$ cat config.mk
export PLATFORM = sky130hd
export DESIGN_NAME = acq_fifo_irq_ctrl
export DESIGN_NICKNAME = d
export VERILOG_FILES = /design/src/rtl/acq_fifo_irq_ctrl.sv
export SDC_FILE = /design/constraint.sdc
export NUM_CORES = 1
export LEC_CHECK = 0
export CAP_MARGIN = 30
export CORE_AREA = 5 5 117 119
export DETAILED_ROUTE_END_ITERATION = 6
export DIE_AREA = 0 0 122 124
export DONT_BUFFER_PORTS = 1
export PLACE_DENSITY = 0.61
export SLEW_MARGIN = 30
export SYNTH_ARGS = -nofsm -noshare
export SYNTH_HDL_FRONTEND = slang
export SYNTH_SLANG_ARGS = --single-unit
$ cat constraint.sdc
create_clock -name aclk -period 4.7 [get_ports aclk]
set_input_delay 0.705 -clock aclk [delete_from_list [all_inputs] [get_ports aclk]]
set_output_delay 0.705 -clock aclk [all_outputs]
set_load 0.01 [all_outputs]
$ cat src/rtl/acq_fifo_irq_ctrl.sv
// ADC sample sequencer feeding the PS data FIFO: capture gating, sample limit,
// mirrored FIFO level, level interrupt and overflow accounting.
module acq_fifo_irq_ctrl #(
  parameter int FIFO_DEPTH  = 1024,
  parameter int LVL_W       = 16,
  parameter bit SIGN_EXTEND = 1'b1
) (
  input  logic             aclk,
  input  logic             areset,
  input  logic             cfg_enable,
  input  logic             cfg_irq_en,
  input  logic [LVL_W-1:0] cfg_threshold,
  input  logic [31:0]      cfg_sample_limit,
  input  logic             s_valid,
  input  logic [23:0]      s_data,
  output logic             fifo_wr_en,
  output logic [31:0]      fifo_wr_data,
  input  logic             fifo_rd_en,
  input  logic             ovf_clr,
  output logic [LVL_W-1:0] level,
  output logic             irq,
  output logic             ovf_sticky,
  output logic [15:0]      drop_cnt,
  output logic [31:0]      sample_cnt,
  output logic             busy,
  output logic             done
);

  // state | meaning
  // IDLE  | capture disabled, waiting for cfg_enable
  // RUN   | accepting samples into the FIFO
  // DONE  | sample limit reached, waiting for cfg_enable to drop
  typedef enum logic [1:0] {IDLE, RUN, DONE} state_t;

  localparam logic [LVL_W:0] DEPTH = (LVL_W+1)'(FIFO_DEPTH);

  state_t           state, state_nxt;
  logic             accept, drop, done_nxt, lim_hit, irq_nxt;
  logic [31:0]      cnt_nxt;
  logic [LVL_W:0]   occ;
  logic [LVL_W-1:0] level_nxt;
  logic [31:0]      ext_data;

  // Count and occupancy include the write already in flight so the limit and
  // the FIFO depth can never be overshot by the one-cycle write pipeline.
  assign cnt_nxt  = sample_cnt + {31'b0, fifo_wr_en};
  assign lim_hit  = (cfg_sample_limit != 32'd0) && (cnt_nxt >= cfg_sample_limit);
  assign occ      = {1'b0, level} + {{LVL_W{1'b0}}, fifo_wr_en};
  assign ext_data = SIGN_EXTEND ? {{8{s_data[23]}}, s_data} : {8'h00, s_data};
  assign busy     = (state == RUN);

  always_comb begin
    state_nxt = state;
    accept    = 1'b0;
    drop      = 1'b0;
    done_nxt  = 1'b0;
    case (state)
      IDLE: if (cfg_enable) state_nxt = RUN;
      RUN: begin
        if (!cfg_enable) begin
          state_nxt = IDLE;
        end else if (lim_hit) begin
          state_nxt = DONE;
          done_nxt  = 1'b1;
        end else if (s_valid) begin
          if (occ < DEPTH) accept = 1'b1;
          else             drop   = 1'b1;
        end
      end
      DONE: if (!cfg_enable) state_nxt = IDLE;
      default: state_nxt = IDLE;
    endcase
  end

  always_comb begin
    level_nxt = level;
    case ({fifo_wr_en, fifo_rd_en && (level != '0)})
      2'b10:   level_nxt = level + LVL_W'(1);
      2'b01:   level_nxt = level - LVL_W'(1);
      default: level_nxt = level;
    endcase
    irq_nxt = cfg_irq_en && (cfg_threshold != '0) && (level_nxt >= cfg_threshold);
  end

  always_ff @(posedge aclk) begin
    if (areset) begin
      state        <= IDLE;
      fifo_wr_en   <= 1'b0;
      fifo_wr_data <= 32'd0;
      level        <= '0;
      irq          <= 1'b0;
      ovf_sticky   <= 1'b0;
      drop_cnt     <= 16'd0;
      sample_cnt   <= 32'd0;
      done         <= 1'b0;
    end else begin
      state      <= state_nxt;
      fifo_wr_en <= accept;
      if (accept) fifo_wr_data <= ext_data;
      level      <= level_nxt;
      irq        <= irq_nxt;
      done       <= done_nxt;
      if (state == IDLE && cfg_enable) sample_cnt <= 32'd0;
      else                             sample_cnt <= cnt_nxt;
      // A drop coincident with ovf_clr restarts the count at one.
      if (drop) begin
        ovf_sticky <= 1'b1;
        if (ovf_clr)                 drop_cnt <= 16'd1;
        else if (drop_cnt != 16'hFFFF) drop_cnt <= drop_cnt + 16'd1;
      end else if (ovf_clr) begin
        ovf_sticky <= 1'b0;
        drop_cnt   <= 16'd0;
      end
    end
  end

endmodule

=== After elaboration in Yosys (flattened, before gate mapping) ===
Cells that the tools add are included.

* $add $sub $neg: 5
* Equality and inequality tests: 8
* Muxes and demuxes: 23
* Reductions and logical operators: 15
* $lt $le $gt $ge: 3
* Bitwise operators: 2

{| class="wikitable"
|+ Operators by type and width
! kind !! count
|-
| 16-bit two-way mux || 4
|-
| 16-bit by 1-bit adder with 16-bit output (second input constant) || 2
|-
| 32-bit by 1-bit adder with 32-bit output || 1
|-
| 32-bit >= comparator || 1
|-
| 16-bit case mux with 2 select lines || 1
|-
| 16-bit nonzero test || 2
|-
| 32-bit nonzero test || 1
|-
| 16-bit by 1-bit adder with 17-bit output || 1
|-
| 17-bit by 11-bit < comparator with 1-bit output (second input constant) || 1
|-
| 16-bit >= comparator || 1
|-
| 16-bit != test (second input constant) || 1
|-
| 16-bit by 1-bit subtractor with 16-bit output (second input constant) || 1
|-
| 1-bit two-way mux || 13
|-
| 2-bit two-way mux || 4
|-
| 2-bit case mux with 3 select lines || 1
|-
| 1-bit logical AND || 5
|-
| 2-bit by 1-bit equality test with 1-bit output (second input constant) || 2
|-
| 2-bit equality test (second input constant) || 2
|-
| 2-bit != test (second input constant) || 2
|-
| 2-bit nonzero test || 2
|-
| 3-bit by 2-bit != test with 1-bit output (second input constant) || 1
|-
| 3-bit AND reduction || 1
|-
| 3-bit OR reduction || 1
|-
| 2-bit zero test || 1
|-
| other kinds (3) || 4
|}

* Flip-flop bits (word level): 94
* Word-level logic and storage cells: 65
* Output and inout bits: 101
* Bits of input ports: 79

=== Logic depth before layout (Yosys ltp) ===
Gate-level depths: netlist of run 1.

* Word-level depth: 9
* Gate-level depth with buffers: 21
* Depth with buffers taken out: 21

=== Worst setup path after synthesis of run 1 ===
No wires, ideal clock.

* Path kind: register to register
* Start: register level[1]
* End: register irq
* Arrival: 4,229 ps
* Setup time: 61 ps
* Required time: 4,639 ps
* Setup slack: 410 ps
* Path buffers: 0
* Clock period less this slack: 4,290 ps
* Cell stages (with the launch flop): 19
* Cell sequence: dfxtp_1 or4_1 nor4_1 a21boi_0 ha_1 ha_1 nor2b_1 o31a_1 o31ai_1 a21oi_1 a311oi_1 xnor2_1 nor2_1 nor2_1 ha_1 and4_1 nand2_1 o311ai_0 and4b_1

* Word-level cells in the longest chain between the ends: 6
* Elaborated cells on any way between the ends: 9
* Classes of those cells: 2 x add/sub; 1 x order compare; 2 x eq/ne; 1 x mux; 3 x reduce/logical

{| class="wikitable"
|+ Ends and longest elaborated chain
! element !! line !! source
|-
| from (decl) || 20 || <nowiki>output logic [LVL_W-1:0] level,</nowiki>
|-
| from (signal assigned) || 100 || <nowiki>level <= level_nxt;</nowiki>
|-
| branches (longest 3 deep; another with 16-bit by 1-bit subtractor with 16-bit output) || -- ||
|-
| 16-bit case mux with 2 select lines * || 77 || <nowiki>case ({fifo_wr_en, fifo_rd_en && (level != '0)})</nowiki>
|-
| via level_nxt[12] || 41 || <nowiki>logic [LVL_W-1:0] level_nxt;</nowiki>
|-
| 16-bit >= comparator * || 82 || <nowiki>irq_nxt = cfg_irq_en && (cfg_threshold != '0) && (level_nxt >= cfg_threshold);</nowiki>
|-
| 1-bit logical AND * || 82 ||
|-
| to (signal assigned) || 101 || <nowiki>irq <= irq_nxt;</nowiki>
|-
| to (decl) || 21 || <nowiki>output logic irq,</nowiki>
|}

Mark *: on every way through the listed nets, which the timed path passes.
A chain may end at the register's enable or synchronous reset.

=== Final worst setup path of run 1 ===
* Start: register level[12]
* End: register irq

The elaborated chain is that of the path after synthesis.

==> flow_metrics.tcl, run 1 <==
set metrics [dict create \
    n_antenna_cell 0 \
    die_w_um 122 \
    grt_max_degree 54 \
    synth_edf_count 0 \
    avgSynthCellArea_um2 8.428 \
    cts_tree "built" \
    grt-ovfl-total 0 \
    ys.flop_type "dfxtp_1" \
    timing.rr.end "irq" \
    p_leak_nw 3.032 \
    peakVddDrop_v 0.0003273 \
    syn_area_um2 6127 \
    cp_cell_sequence "nor4_2 > nand2_1 > nor4_1 > a21boi_0 > ha_2 > ha_1 > nor2b_1 > o31a_1 > o31ai_1 > buf_4 > a21oi_1 > a311oi_2 > xnor2_1 > nor2_1 > nor2_1 > ha_1 > and4_1 > nand2_1 > o311ai_1 > and4b_1" \
    cp_data_arrival_time_ns 4.63 \
    p_clk_share_pct 23.9 \
    finClkSkew_ns 0.008951 \
    grt_setup_unrepaired "no" \
    cellInternalPower_w 0.001831 \
    synth_seq_cells 94 \
    clockBufferDepth 2 \
    tightest_slew_ns 0.7047 \
    htreeDepth 3 \
    first_pass_iters 4 \
    clkSinkCount 94 \
    power_switching_w 0.001157 \
    cp-start-kind "flip-flop" \
    ant_nets 0 \
    fmax_mhz 230.7 \
    p_seq_share_pct 33.4 \
    fin_nets 869 \
    yosys_warnings 0 \
    fin_crit_sh_pct 92.22 \
    avgRoutedWirePerCell_um 16.87 \
    fin_crit_ns 4.334 \
    switching_share_pct 38.71 \
    place_area_um2 6306 \
    crit_slowest_cell "dfxtp_1" \
    slew_headroom_pct 52.97 \
    r2r_start "level[12]" \
    fin_hold_ws_ns 0.4146 \
    min_to "fifo_wr_data[17]" \
    grt.total_usage_pct 19.77 \
    die-area_um2 15130 \
    crit_family "simple AND/OR/NAND/NOR gates" \
    post-dp-hpwl_um 11990 \
    wl_um 15180 \
    path_max_fanout 7 \
    critPathKind "reg -> reg" \
    route.detailed.drc 0 \
    outcome "finished, final reports clean" \
    synthesis.nets 873 \
    rrSetupSlack_ns 0.37 \
    drive_above_1_share_pct 6.593 \
    final.setup.tns_ns 0 \
    worstHoldStart "areset" \
    yosysSeqAreaShare_pct 30.71 \
    area_growth_pct 7.985 \
    cts_setup_buffers 0 \
    die_h_um 124 \
    maxCapViolCount 0 \
    routed_via_density 5.617 \
    slowest_delay_ns 0.38 \
    core-area_um2 12470 \
    cp.required_ns 5.00 \
    start_util_pct 49.15 \
    port_buffers 0 \
    crit_buf_inv 1 \
    num_io_pins 180 \
    clock_latency_ns 0.35 \
    hold_violations 0 \
    numCtsBuffers 9 \
    min_path_type "in -> reg" \
    clkTransAtPathRegs_ns 0.07 \
    grt_pass1_vias 4915 \
    design_area_um2 6616 \
    drv_slew 0 \
    setup_viol 0 \
    antenna_found_initial 0 \
    ff2ff_path_depth 20 \
    placementRows 41 \
    async_flop_share_pct 0 \
    cts_root_buf "clkbuf_16" \
    vias 5055 \
    cp-end-kind "flip-flop" \
    power_density_nw_per_um2 451.6 \
    drt-initial-drc-count 248 \
    whs_path_depth 1 \
    ys_types 60 \
    grt_pass1_wl_um 23940 \
    globalplace.congestion 0.8792 \
    fill_cells 1195 \
    syn_inst 727 \
    pwr-share-comb_pct 42.7 \
]
[layout by cell type (no fill, tap or decap), types with 17 or more instances in the layout]
master,netlist,routed
xnor2_1,25,25
xor2_1,17,17
inv_1,57,57
a21oi_1,26,26
mux2i_1,30,30
nor2b_1,52,52
nor2_1,68,67
nand2_1,52,52
dfxtp_1,94,93
o21ai_0,21,21
ha_1,66,65
nand4_1,23,23
[per-layer routing]
metal | up-vias | GRT usage [%] | wire length [um]
met4 | 0 | 8.683 | 416
met2 | 142 | 33.84 | 7328
li1 | 2563 | - | -
met3 | 25 | 5.767 | 1105
met5 | - | 0 | 0
met1 | 2325 | 23.01 | 6333
[registers in the layout, summed over array words and instances, names as in the netlist, 2 cells and up]
signal        count
sample_cnt       32
fifo_wr_data     24
drop_cnt         16
level            16
state             2
[layout make-up]
class | count | area, um2 | share of cell area (%)
tap | 172 | 215.2 | 3.253
multi-input combinational | 546 | 3890 | 58.79
clock inverter | 7 | 63.81 | 0.9644
timing repair buffer | 15 | 125.1 | 1.891
sequential | 94 | 1883 | 28.46
inverter | 57 | 214.0 | 3.234
clock buffer | 9 | 225.2 | 3.404
[Yosys cell counts, drive strengths merged (17+ instances only)]
cell	n	area (um2)
clkbuf	18	67.56
nand4	23	143.9
nor2b	52	325.3
a21oi	27	138.9
ha	66	825.8
mux2i	30	300.3
xor2	17	148.9
nand2	52	195.2
o21ai	24	120.1
xnor2	25	219.0
nor2	68	255.2
inv	57	214.0
nor4	17	112.6
dfxtp	94	1882
[per-stage QoR]
step	std cells	util (%)	worst slack, ns	total power (W)
after detailed placement	884	50.59	0.1586	0.002262
final	900	53.08	0.3657	0.002988
after CTS	900	52.91	0.1160	0.002997
after floorplan	727	-	0.4097	0.001959
after global placement	884	50.57	0.3337	0.002235
after global routing	900	53.08	0.03296	0.003237
[timing repair]
| item | in CTS | in global routing |
|---|---|---|
| resized for setup | 0 | 5 |
| setup endpoints to repair | 0 | 1 |
| hold buffers | 0 | 0 |
[cells by family (layout without fill, tap and decap cells)]
group                      Yosys count  count (layout)  share of synthesized area, %
adders and majority gates           67              67                         13.80
xor gates and xnor gates            42              42                         6.004
DFF                                 94              94                         30.71
and+or+nand+nor                    285             285                         24.61
buffers and inverters               87              88                         6.228
AOI/OAI and AO/OA                  121             121                         13.56
muxes                               31              31                         5.085
[worst max path at each step]
stage              start  endpoint  slack [ns]  cells after the start
3_3_place_gp   level[12]       irq        0.33                     20
6_report       level[12]       irq        0.37                     20
4_1_cts        level[12]       irq        0.12                     20
5_1_grt        level[12]       irq        0.03                     20
3_5_place_dp   level[12]       irq        0.16                     20
2_1_floorplan   level[1]       irq        0.41                     18
[power by group through the flow]
stage	Clock, W	Combinational (W)	Sequential, W
after floorplan	0	0.000959	0.00100
after global placement	0	0.00122	0.00101
after detailed placement	0	0.00125	0.00101
after CTS	0.000742	0.00126	0.000996
after global routing	0.000772	0.00145	0.00101
final	0.000715	0.00127	0.000998
Power figures use the tool's default switching activity.
==> inputs of run 2 (changes only) <==
==> constraint.sdc (replaced) <==
create_clock -name aclk -period 4.1 [get_ports aclk]
set_input_delay 0.615 -clock aclk [delete_from_list [all_inputs] [get_ports aclk]]
set_output_delay 0.615 -clock aclk [all_outputs]
set_load 0.01 [all_outputs]
==> flow_metrics.tcl, run 2 (same netlist as run 1, synthesis figures left out) <==
set metrics [dict create \
    cts_root_buf "clkbuf_16" \
    ant_nets 0 \
    grt_setup_unrepaired "yes" \
    port_buffers 0 \
    crit_buf_inv 2 \
    drive_above_1_share_pct 14.64 \
    violations "negative setup slack" \
    final_common_cell "dfxtp_1" \
    first_pass_iters 4 \
    fin_hold_ws_ns 0.3276 \
    clkSinkCount 94 \
    cts_tree "built" \
    globalplace.congestion 0.9021 \
    path_max_fanout 11 \
    whs_path_depth 1 \
    setup_viol 1 \
    final_util_pct 57.11 \
    numCtsBuffers 9 \
    min_path_type "in -> reg" \
    layout_common_cells "dfxtp_1, nor2_1, ha_1" \
    largestRegisters "sample_cnt (32), fifo_wr_data (24)" \
    cp.depth 19 \
    largest_reg_flops 32 \
    die-area_um2 15130 \
    fin_crit_ns 4.173 \
    slew_headroom_pct 39.74 \
    peakVddDrop_v 0.0004225 \
    antenna_found_initial 0 \
    die_h_um 124 \
    area_growth_pct 16.19 \
    drt-initial-drc-count 279 \
    slowest_delay_ns 0.51 \
    grt_pass1_vias 5212 \
    post-dp-hpwl_um 12600 \
    p_leak_nw 3.283 \
    outcome "finished with violations" \
    grt.total_usage_pct 20.85 \
    clock_latency_ns 0.35 \
    hold_violations 0 \
    clockBufferDepth 2 \
    critPathKind "reg -> reg" \
    grt_max_degree 54 \
    route.detailed.drc 0 \
    crit_family "simple AND/OR/NAND/NOR gates" \
    routed_via_density 5.582 \
    htreeDepth 3 \
    start_util_pct 49.15 \
    placementRows 41 \
    grt-ovfl-total 0 \
    stdcell_count 944 \
    cp_cell_sequence "or4_1 > nor4_1 > a21boi_1 > ha_2 > buf_6 > ha_2 > nor2_2 > nor2_1 > a31oi_1 > buf_4 > o21ai_4 > o21ba_2 > mux2i_2 > xnor2_1 > ha_1 > and4_4 > nand2_1 > o311ai_2 > and4b_1" \
    vias 5269 \
    fmax_mhz 239.7 \
    die_w_um 122 \
    tightest_slew_ns 0.9026 \
    ff2ff_path_depth 19 \
    finClkSkew_ns 0.01058 \
    cp_data_arrival_time_ns 4.47 \
    clkTransAtPathRegs_ns 0.07 \
    maxCapViolCount 0 \
    n_antenna_cell 0 \
    power_density_nw_per_um2 530.4 \
    cp.required_ns 4.39 \
    top_register "sample_cnt" \
    cts_hold_buf 0 \
    fin_nets 913 \
    setup_ws_ns -0.07270 \
    fin_crit_sh_pct 101.8 \
    cp-start-kind "flip-flop" \
    drv_slew 0 \
    core-area_um2 12470 \
    crit_slowest_cell "or4_1" \
    grt_pass1_wl_um 25180 \
    wl_um 16210 \
    cp-end-kind "flip-flop" \
    avgRoutedWirePerCell_um 17.17 \
    num_io_pins 180 \
    crit_top_cell "ha_2" \
    dp_cells 923 \
]
==> run 2: changes by cell type in the layout (fill, tap and decap cells not counted), moves of 3 or more <==
cell     before  now
o21ai_1       3    6
ha_1         65   60
a21oi_1      26   22
a21oi_2       1    5
ha_2          1    4
o21ai_0      21   17
buf_4        14   55
==> run 2: worst paths after layout <==
check / from / slack (ns) / to
hold reg to reg: ovf_sticky / 0.53 / ovf_sticky
hold / removal: areset / 0.33 / fifo_wr_data[22]
setup reg to reg: level[1] / -0.07 / irq
setup / recovery: level[1] / -0.07 / irq
==> run 2: layer usage <==
metal	part of all wire [%]	wire length (um)	GRT usage [%]	vias up
li1	-	-	-	2641
met1	41	6634	23.65	2461
met2	49	7968	36.05	144
met3	8.0	1303	7.539	23
met4	1.9	301	7.773	0
met5	0	0	0	-
==> run 2: area by class of cell <==
class                   count  area [um2]
clock inverters             5       42.54
multi-input cells         546        4043
repair buffers             59       480.5
clock buffers              11       242.7
fillers                  1130        5346
well taps                 172       215.2
inverters                  57       214.0
flip-flops and latches     94        1882
==> run 2: stage by stage <==
| stage | setup WS (ns) | total power (W) | setup TNS [ns] | instance area, um2 |
|---|---|---|---|---|
| 2_1_floorplan | 0.01287 | 0.002251 | 0 | 6135 |
| 3_3_place_gp | -0.08089 | 0.002760 | -0.08089 | 6604 |
| 4_1_cts | -0.05739 | 0.003731 | -0.05739 | 6977 |
| 3_5_place_dp | -0.2044 | 0.002802 | -0.2044 | 6606 |
| 5_1_grt | -0.2175 | 0.004058 | -0.2365 | 7119 |
| 6_report | -0.07270 | 0.003776 | -0.07270 | 7119 |
==> run 2: timing repair <==
item / CTS / global route
cloned: 0 / 1
endpoints found under the hold margin: 0 / 0
pin swaps: 5 / 9
setup endpoints to repair: 1 / 46
resized for setup: 18 / 22
setup buffers: 0 / 4
==> run 2: report_power, final <==
part	switching [W]	internal, W	total (W)
clock network	0.000375	0.000434	0.000809
registers	0.0000548	0.00100	0.00106
logic	0.00101	0.000896	0.00191
